### config.mk
export PLATFORM = sky130hd
export DESIGN_NAME = dpram_port_initiator_flat
export DESIGN_NICKNAME = d
export VERILOG_FILES = /design/src/rtl/dpram_port_initiator_if.sv /design/src/rtl/dpram_port_initiator.sv /design/src/flat_wrapper.sv
export SDC_FILE = /design/constraint.sdc
export NUM_CORES = 1
export LEC_CHECK = 0
export BUFFER_PORTS_ARGS = -buffer_cell sky130_fd_sc_hd__clkbuf_2
export CAP_MARGIN = 30
export CORE_AREA = 3 3 100 102
export DETAILED_ROUTE_END_ITERATION = 12
export DIE_AREA = 0 0 103 105
export PLACE_DENSITY = 0.69
export REMOVE_ABC_BUFFERS = 1
export SETUP_SLACK_MARGIN = 0.4
export SLEW_MARGIN = 10
export SYNTH_ARGS = -nofsm -noshare
export SYNTH_HDL_FRONTEND = slang
export SYNTH_SLANG_ARGS = --single-unit
### constraint.sdc
create_clock -name clk -period 2.2 [get_ports clk]
set_input_delay 0.22 -clock clk [delete_from_list [all_inputs] [get_ports clk]]
set_output_delay 0.22 -clock clk [all_outputs]
set_load 0.005 [all_outputs]
### src/rtl/dpram_port_initiator_if.sv
// Bundle of command, RAM-port and response signals for dpram_port_initiator.
// The master modport is the initiator side; slave is the surrounding traffic/RAM environment.
interface dpram_port_initiator_if #(
  parameter int ADDR_W = 6,
  parameter int DATA_W = 8
);
  logic              cmd_valid;
  logic              cmd_ready;
  logic              cmd_we;
  logic [ADDR_W-1:0] cmd_addr;
  logic [DATA_W-1:0] cmd_data;

  logic              mem_valid;
  logic              mem_ready;
  logic              mem_we;
  logic [ADDR_W-1:0] mem_addr;
  logic [DATA_W-1:0] mem_data;
  logic [DATA_W-1:0] mem_q;

  logic              rsp_valid;
  logic              rsp_ready;
  logic              rsp_we;
  logic [ADDR_W-1:0] rsp_addr;
  logic [DATA_W-1:0] rsp_data;
  logic              rsp_err;

  modport master (
    input  cmd_valid, cmd_we, cmd_addr, cmd_data,
    output cmd_ready,
    output mem_valid, mem_we, mem_addr, mem_data,
    input  mem_ready, mem_q,
    output rsp_valid, rsp_we, rsp_addr, rsp_data, rsp_err,
    input  rsp_ready
  );

  modport slave (
    output cmd_valid, cmd_we, cmd_addr, cmd_data,
    input  cmd_ready,
    input  mem_valid, mem_we, mem_addr, mem_data,
    output mem_ready, mem_q,
    input  rsp_valid, rsp_we, rsp_addr, rsp_data, rsp_err,
    output rsp_ready
  );
endinterface

### src/rtl/dpram_port_initiator.sv
// Single-outstanding initiator for one valid/ready RAM port with an in-order response FIFO.
// Optional request watchdog (TIMEOUT_CYC cycles) enabled by defining DPRAM_INIT_TIMEOUT_EN.
module dpram_port_initiator #(
  parameter int ADDR_W      = 6,
  parameter int DATA_W      = 8,
  parameter int RSP_DEPTH   = 4,
  parameter int TIMEOUT_CYC = 16
) (
  input  logic                   clk,
  input  logic                   rst_n,
  dpram_port_initiator_if.master bus,
  output logic                   busy,
  output logic [15:0]            txn_count
);
  localparam int PTR_W = (RSP_DEPTH > 1) ? $clog2(RSP_DEPTH) : 1;
  localparam int CNT_W = PTR_W + 1;
  localparam int ENT_W = 1 + ADDR_W + DATA_W;
  localparam logic [CNT_W-1:0] DEPTH_C = CNT_W'(RSP_DEPTH);

  if (RSP_DEPTH < 2 || (RSP_DEPTH & (RSP_DEPTH - 1)) != 0 || TIMEOUT_CYC < 1) begin : g_bad_param
    $error("dpram_port_initiator: RSP_DEPTH must be a power of 2 >= 2, TIMEOUT_CYC >= 1");
  end

  typedef enum logic [1:0] {IDLE = 2'd0, REQ = 2'd1, CAPT = 2'd2} state_t;

  state_t             state, state_nxt;
  logic               accept, handshake, timeout, push, pop;
  logic [PTR_W-1:0]   wr_ptr, rd_ptr;
  logic [CNT_W-1:0]   count;
  logic [ENT_W-1:0]   rsp_mem [RSP_DEPTH];
  logic [ENT_W-1:0]   head;

  assign accept    = bus.cmd_valid & bus.cmd_ready;
  assign handshake = (state == REQ) & bus.mem_ready;
  // A watchdog expiry pushes its error response directly from REQ.
  assign push      = (state == CAPT) | timeout;
  assign pop       = bus.rsp_valid & bus.rsp_ready;

`ifdef DPRAM_INIT_TIMEOUT_EN
  localparam int TO_W = $clog2(TIMEOUT_CYC + 1);
  localparam logic [TO_W-1:0] TO_LAST = TO_W'(TIMEOUT_CYC - 1);

  logic [TO_W-1:0] to_cnt;
  logic            err_mem [RSP_DEPTH];

  always_ff @(posedge clk or negedge rst_n) begin
    if (!rst_n)                to_cnt <= '0;
    else if (state != REQ)     to_cnt <= '0;
    else if (!bus.mem_ready)   to_cnt <= to_cnt + 1'b1;
  end

  // handshake has priority: the limit only fires while mem_ready is low
  assign timeout = (state == REQ) & ~bus.mem_ready & (to_cnt == TO_LAST);

  always_ff @(posedge clk) begin
    if (push) err_mem[wr_ptr] <= timeout;
  end

  assign bus.rsp_err = bus.rsp_valid & err_mem[rd_ptr];
`else
  assign timeout     = 1'b0;
  assign bus.rsp_err = 1'b0;
`endif

  always_ff @(posedge clk or negedge rst_n) begin
    if (!rst_n) state <= IDLE;
    else        state <= state_nxt;
  end

  always_comb begin
    state_nxt = state;
    case (state)
      IDLE:    if (accept) state_nxt = REQ;
      REQ: begin
        if (handshake)    state_nxt = CAPT;
        else if (timeout) state_nxt = IDLE;
      end
      CAPT:    state_nxt = IDLE;
      default: state_nxt = IDLE;
    endcase
  end

  always_comb begin
    bus.cmd_ready = 1'b0;
    bus.mem_valid = 1'b0;
    busy          = 1'b0;
    case (state)
      IDLE: bus.cmd_ready = rst_n & (count < DEPTH_C);
      REQ: begin
        bus.mem_valid = 1'b1;
        busy          = 1'b1;
      end
      CAPT:    busy = 1'b1;
      default: ;
    endcase
  end

  // Request fields are latched on accept and held through REQ.
  always_ff @(posedge clk or negedge rst_n) begin
    if (!rst_n) begin
      bus.mem_we   <= 1'b0;
      bus.mem_addr <= '0;
      bus.mem_data <= '0;
    end else if (accept) begin
      bus.mem_we   <= bus.cmd_we;
      bus.mem_addr <= bus.cmd_addr;
      bus.mem_data <= bus.cmd_data;
    end
  end

  always_ff @(posedge clk or negedge rst_n) begin
    if (!rst_n)    txn_count <= '0;
    else if (push) txn_count <= txn_count + 16'd1;
  end

  always_ff @(posedge clk or negedge rst_n) begin
    if (!rst_n) begin
      wr_ptr <= '0;
      rd_ptr <= '0;
      count  <= '0;
    end else begin
      if (push) wr_ptr <= wr_ptr + 1'b1;
      if (pop)  rd_ptr <= rd_ptr + 1'b1;
      if (push && !pop)      count <= count + 1'b1;
      else if (pop && !push) count <= count - 1'b1;
    end
  end

  always_ff @(posedge clk) begin
    if (push) rsp_mem[wr_ptr] <= {bus.mem_we, bus.mem_addr, timeout ? {DATA_W{1'b0}} : bus.mem_q};
  end

  // Storage is not reset; outputs read as zero while the FIFO is empty.
  assign head          = rsp_mem[rd_ptr];
  assign bus.rsp_valid = (count != '0);
  assign {bus.rsp_we, bus.rsp_addr, bus.rsp_data} = bus.rsp_valid ? head : {ENT_W{1'b0}};
endmodule

### src/flat_wrapper.sv
// flat-port wrapper written by rule: the top's interface ports become plain ports
module dpram_port_initiator_flat 
#(
  parameter int ADDR_W      = 6,
  parameter int DATA_W      = 8,
  parameter int RSP_DEPTH   = 4,
  parameter int TIMEOUT_CYC = 16
)
  (clk, rst_n, busy, txn_count, bus_cmd_valid, bus_cmd_we, bus_cmd_addr, bus_cmd_data, bus_cmd_ready, bus_mem_valid, bus_mem_we, bus_mem_addr, bus_mem_data, bus_mem_ready, bus_mem_q, bus_rsp_valid, bus_rsp_we, bus_rsp_addr, bus_rsp_data, bus_rsp_err, bus_rsp_ready);
  dpram_port_initiator_if #(.ADDR_W(ADDR_W), .DATA_W(DATA_W)) bus_i ();
  input  logic clk;
  input  logic rst_n;
  output logic busy;
  output logic [15:0] txn_count;
  input wire logic [$bits(bus_i.cmd_valid)-1:0] bus_cmd_valid;
  input wire logic [$bits(bus_i.cmd_we)-1:0] bus_cmd_we;
  input wire logic [$bits(bus_i.cmd_addr)-1:0] bus_cmd_addr;
  input wire logic [$bits(bus_i.cmd_data)-1:0] bus_cmd_data;
  output wire logic [$bits(bus_i.cmd_ready)-1:0] bus_cmd_ready;
  output wire logic [$bits(bus_i.mem_valid)-1:0] bus_mem_valid;
  output wire logic [$bits(bus_i.mem_we)-1:0] bus_mem_we;
  output wire logic [$bits(bus_i.mem_addr)-1:0] bus_mem_addr;
  output wire logic [$bits(bus_i.mem_data)-1:0] bus_mem_data;
  input wire logic [$bits(bus_i.mem_ready)-1:0] bus_mem_ready;
  input wire logic [$bits(bus_i.mem_q)-1:0] bus_mem_q;
  output wire logic [$bits(bus_i.rsp_valid)-1:0] bus_rsp_valid;
  output wire logic [$bits(bus_i.rsp_we)-1:0] bus_rsp_we;
  output wire logic [$bits(bus_i.rsp_addr)-1:0] bus_rsp_addr;
  output wire logic [$bits(bus_i.rsp_data)-1:0] bus_rsp_data;
  output wire logic [$bits(bus_i.rsp_err)-1:0] bus_rsp_err;
  input wire logic [$bits(bus_i.rsp_ready)-1:0] bus_rsp_ready;
  assign bus_i.cmd_valid = bus_cmd_valid;
  assign bus_i.cmd_we = bus_cmd_we;
  assign bus_i.cmd_addr = bus_cmd_addr;
  assign bus_i.cmd_data = bus_cmd_data;
  assign bus_cmd_ready = bus_i.cmd_ready;
  assign bus_mem_valid = bus_i.mem_valid;
  assign bus_mem_we = bus_i.mem_we;
  assign bus_mem_addr = bus_i.mem_addr;
  assign bus_mem_data = bus_i.mem_data;
  assign bus_i.mem_ready = bus_mem_ready;
  assign bus_i.mem_q = bus_mem_q;
  assign bus_rsp_valid = bus_i.rsp_valid;
  assign bus_rsp_we = bus_i.rsp_we;
  assign bus_rsp_addr = bus_i.rsp_addr;
  assign bus_rsp_data = bus_i.rsp_data;
  assign bus_rsp_err = bus_i.rsp_err;
  assign bus_i.rsp_ready = bus_rsp_ready;
  dpram_port_initiator #(.ADDR_W(ADDR_W), .DATA_W(DATA_W), .RSP_DEPTH(RSP_DEPTH), .TIMEOUT_CYC(TIMEOUT_CYC)) u_core (.clk(clk), .rst_n(rst_n), .bus(bus_i), .busy(busy), .txn_count(txn_count));
endmodule
==> flow_summary.toml <==
[timing]
setup_viol = 0
final_max_slew_viol_count = 0
rsz0062_at_grt = "yes"
maxSlewHeadroom = 0.664
hold_viol = 0
worstMarginPinSlew_ns = 0.505
finalSetupTns_ns = 0
skew_ns = 0.0105
fin_crit_ns = 2.01
fmax_ghz = 0.496
finalCritPeriodShare = 0.916

[floorplanning]
die_w_um = 103
start_util = 0.448
fp.dieH_um = 105
core-area_um2 = 9200
fp-row-count = 35
fp.dieArea_um2 = 10800
io_pins = 79

[power_and_ir_drop]
ir_drop_uv = 599
leakage_nw = 2.13
powerDensity_nw_per_um2 = 1250

[clocking]
cts_tree = "yes"
cts_root_buf = "clkbuf_8"
cts_buffers = 9
cts_htree_levels = 3
clock-sinks = 100
clk_pin_slew_ns = 0.11
worstSkewPairLatency_ns = 0.36
max-clock-path-buffers = 2

[yosys]
synth_common_cells = "edfxtp_1, dfrtp_1, and2_1"
synth.most_common_cell = "edfxtp_1"
syn_area_um2 = 4120
avgSynthCellArea_um2 = 17.3
synth_cell_types = 34
synth.ff_latch_count = 100
synth_top_cell_area_share = 0.437
ys_async_sr_fraction = 0.400
synth-edff-count = 60
synth.yosys.seq_area_share = 0.680
ys_warn_count = 0
ys_top_cells_by_area = "edfxtp_1, dfrtp_1, mux4_1"
synthFlopType = "edfxtp_1"
syn_inst = 238
synth_top_area_cell = "edfxtp_1"

[setup_path]
crit_type = "flop to output port"
cp-start-kind = "flop"
crit_slowest_cell = "mux4_2"
path_delay_family = "multiplexers"
crit_buf_inv = 3
crit_chain = "buf_12 > buf_16 > mux4_2 > and2_4 > clkbuf_2"
end_kind = "output port"
required_ns = 1.98
cp.arrival_ns = 1.79
cp_max_fo = 4
cpPeakStageDelay_ns = 0.48

[placed_design]
portBuffers = 77
gp_congestion = 0.684
dp_cells = 428
hpwl_um = 5030
placed_area_um2 = 4660

[grt]
antenna_found_initial = 0
met3_usage = 0.0307
track_usage = 0.147
top_usage_layer = "met2"
gr-usage-met1 = 0.200
grt_pass1_wl_um = 12100
grt_max_degree = 41
grt_overflow = 0
grt_pass1_vias = 2410
use_met2 = 0.231

[cells_and_area]
fin_area_um2 = 5090
antenna_cells = 0
layout-drive-gt1-share = 0.507
nets = 378
syn_to_final_growth_pct = 23.6
nFillCells = 764
stdcell_count = 456

[routing]
initialDrtViolationCount = 66
vias = 2314
drt_wl_total_um = 7510
drt-wirelength-per-cell_um = 16.5
postRouteAntennaNets = 0
drt_first_pass_iters = 4
detail_route.vias_per_cell = 5.07
route.detailed.drc = 0

[min_path]
min_path_type = "primary input to flop"

[job]
maxCapViolations = 0

[status]
outcome = "complete, no violations"
-- repair_timing --
item | 4_1_cts | 5_1_grt
hold endpoints to repair | 40 | 0
gates cloned | 1 | 0
hold buffers | 1 | 0
setup endpoints to repair | 18 | 56
buffers inserted | 8 | 2
pin swaps | 9 | 4
gates resized for setup | 22 | 25
-- kinds of logic (layout without fill, tap and decap cells) --
family,Yosys count,count (layout),share of synthesized area
AO/OA/AOI/OAI,5,5,0.00759
XOR/XNOR,21,21,0.0446
buffers and inverters,16,123,0.0222
other,1,1,0.000910
multiplexers,32,32,0.135
adder cells (fa/ha/maj),10,10,0.0322
flip-flops,100,100,0.680
AND/OR/NAND/NOR,53,53,0.0780
-- layout make-up --
type                       instances  area [um2]  area share
clock buffer                       9         124      0.0243
clock inverter                     7        66.3      0.0130
inverter                           7        26.3     0.00516
multi-input combinational        122        1290       0.253
sequential                       100        2810       0.551
tap                              111         139      0.0273
timing repair buffer             100         644       0.127
-- state kept, by name (all words and copies together) (netlist names) --
signal / flops
u_core.rsp_mem: 60
u_core.bus.mem_data: 8
u_core.wr_ptr: 2
u_core.rd_ptr: 2
u_core.count: 3
u_core.bus.mem_addr: 6
u_core.bus.mem_we: 1
u_core.txn_count: 16
u_core.state: 2
-- power breakdown --
part,internal [W],switching (W),leakage [nW]
clock network,0.000441,0.000675,0.0918
logic,0.00145,0.000936,0.997
registers,0.00251,0.000333,1.04
-- layout by cell type (no fill, tap or decap), types with 2 or more instances in the layout --
| cell | instances |
|---|---|
| xor2_1 | 12 |
| clkbuf_8 | 9 |
| nor2_1 | 5 |
| xnor2_1 | 9 |
| nor4_1 | 2 |
| o21ai_0 | 2 |
| inv_8 | 3 |
| nand2_1 | 7 |
| ha_1 | 7 |
| mux2_2 | 16 |
| edfxtp_1 | 60 |
| and2_2 | 3 |
| nor3_1 | 4 |
| and2_1 | 2 |
| buf_6 | 5 |
| buf_12 | 2 |
| nand3_1 | 3 |
| and2_4 | 14 |
| nor4_2 | 2 |
| buf_8 | 2 |
| buf_4 | 14 |
| dfrtp_1 | 38 |
| nand4_1 | 4 |
| inv_1 | 7 |
| clkinvlp_4 | 2 |
| mux4_2 | 15 |
| clkbuf_2 | 75 |
| dfrtp_2 | 2 |
-- stage by stage --
| step | hold slack [ns] | utilization | setup WS [ns] | power [W] |
|---|---|---|---|---|
| 2_1_floorplan | -0.0756 | - | 0.0640 | 0.00392 |
| 3_3_place_gp | 0.389 | 0.507 | 0.204 | 0.00472 |
| 3_5_place_dp | 0.400 | 0.507 | 0.167 | 0.00480 |
| 4_1_cts | 0.0526 | 0.546 | 0.166 | 0.00625 |
| 5_1_grt | 0.0636 | 0.554 | 0.112 | 0.00679 |
| 6_report | 0.0690 | 0.554 | 0.185 | 0.00634 |
-- final timing paths --
check	start	end	slack, ns	cells after the start
min in group asynchronous	rst_n	u_core.bus.mem_addr[1]$_DFFE_PN0P_	0.54	3
setup / recovery	u_core.rd_ptr[0]$_DFFE_PN0P_	bus_rsp_addr[4]	0.19	5
setup reg to reg	u_core.count[1]$_DFFE_PN0P_	u_core.count[2]$_DFFE_PN0P_	0.36	8
hold reg to reg	u_core.txn_count[10]$_DFFE_PN0P_	u_core.txn_count[10]$_DFFE_PN0P_	0.49	1
max in group asynchronous	rst_n	u_core.rd_ptr[0]$_DFFE_PN0P_	1.28	3
hold / removal	bus_mem_q[0]	u_core.rsp_mem[1][0]$_DFFE_PP_	0.07	1
-- per-layer routing --
metal	share of wire	vias up
met5	0	-
met4	0.0091	0
met3	0.054	9
met2	0.49	69
met1	0.44	1161
li1	-	1075
Note: power is estimated with default switching activity, not from simulation.
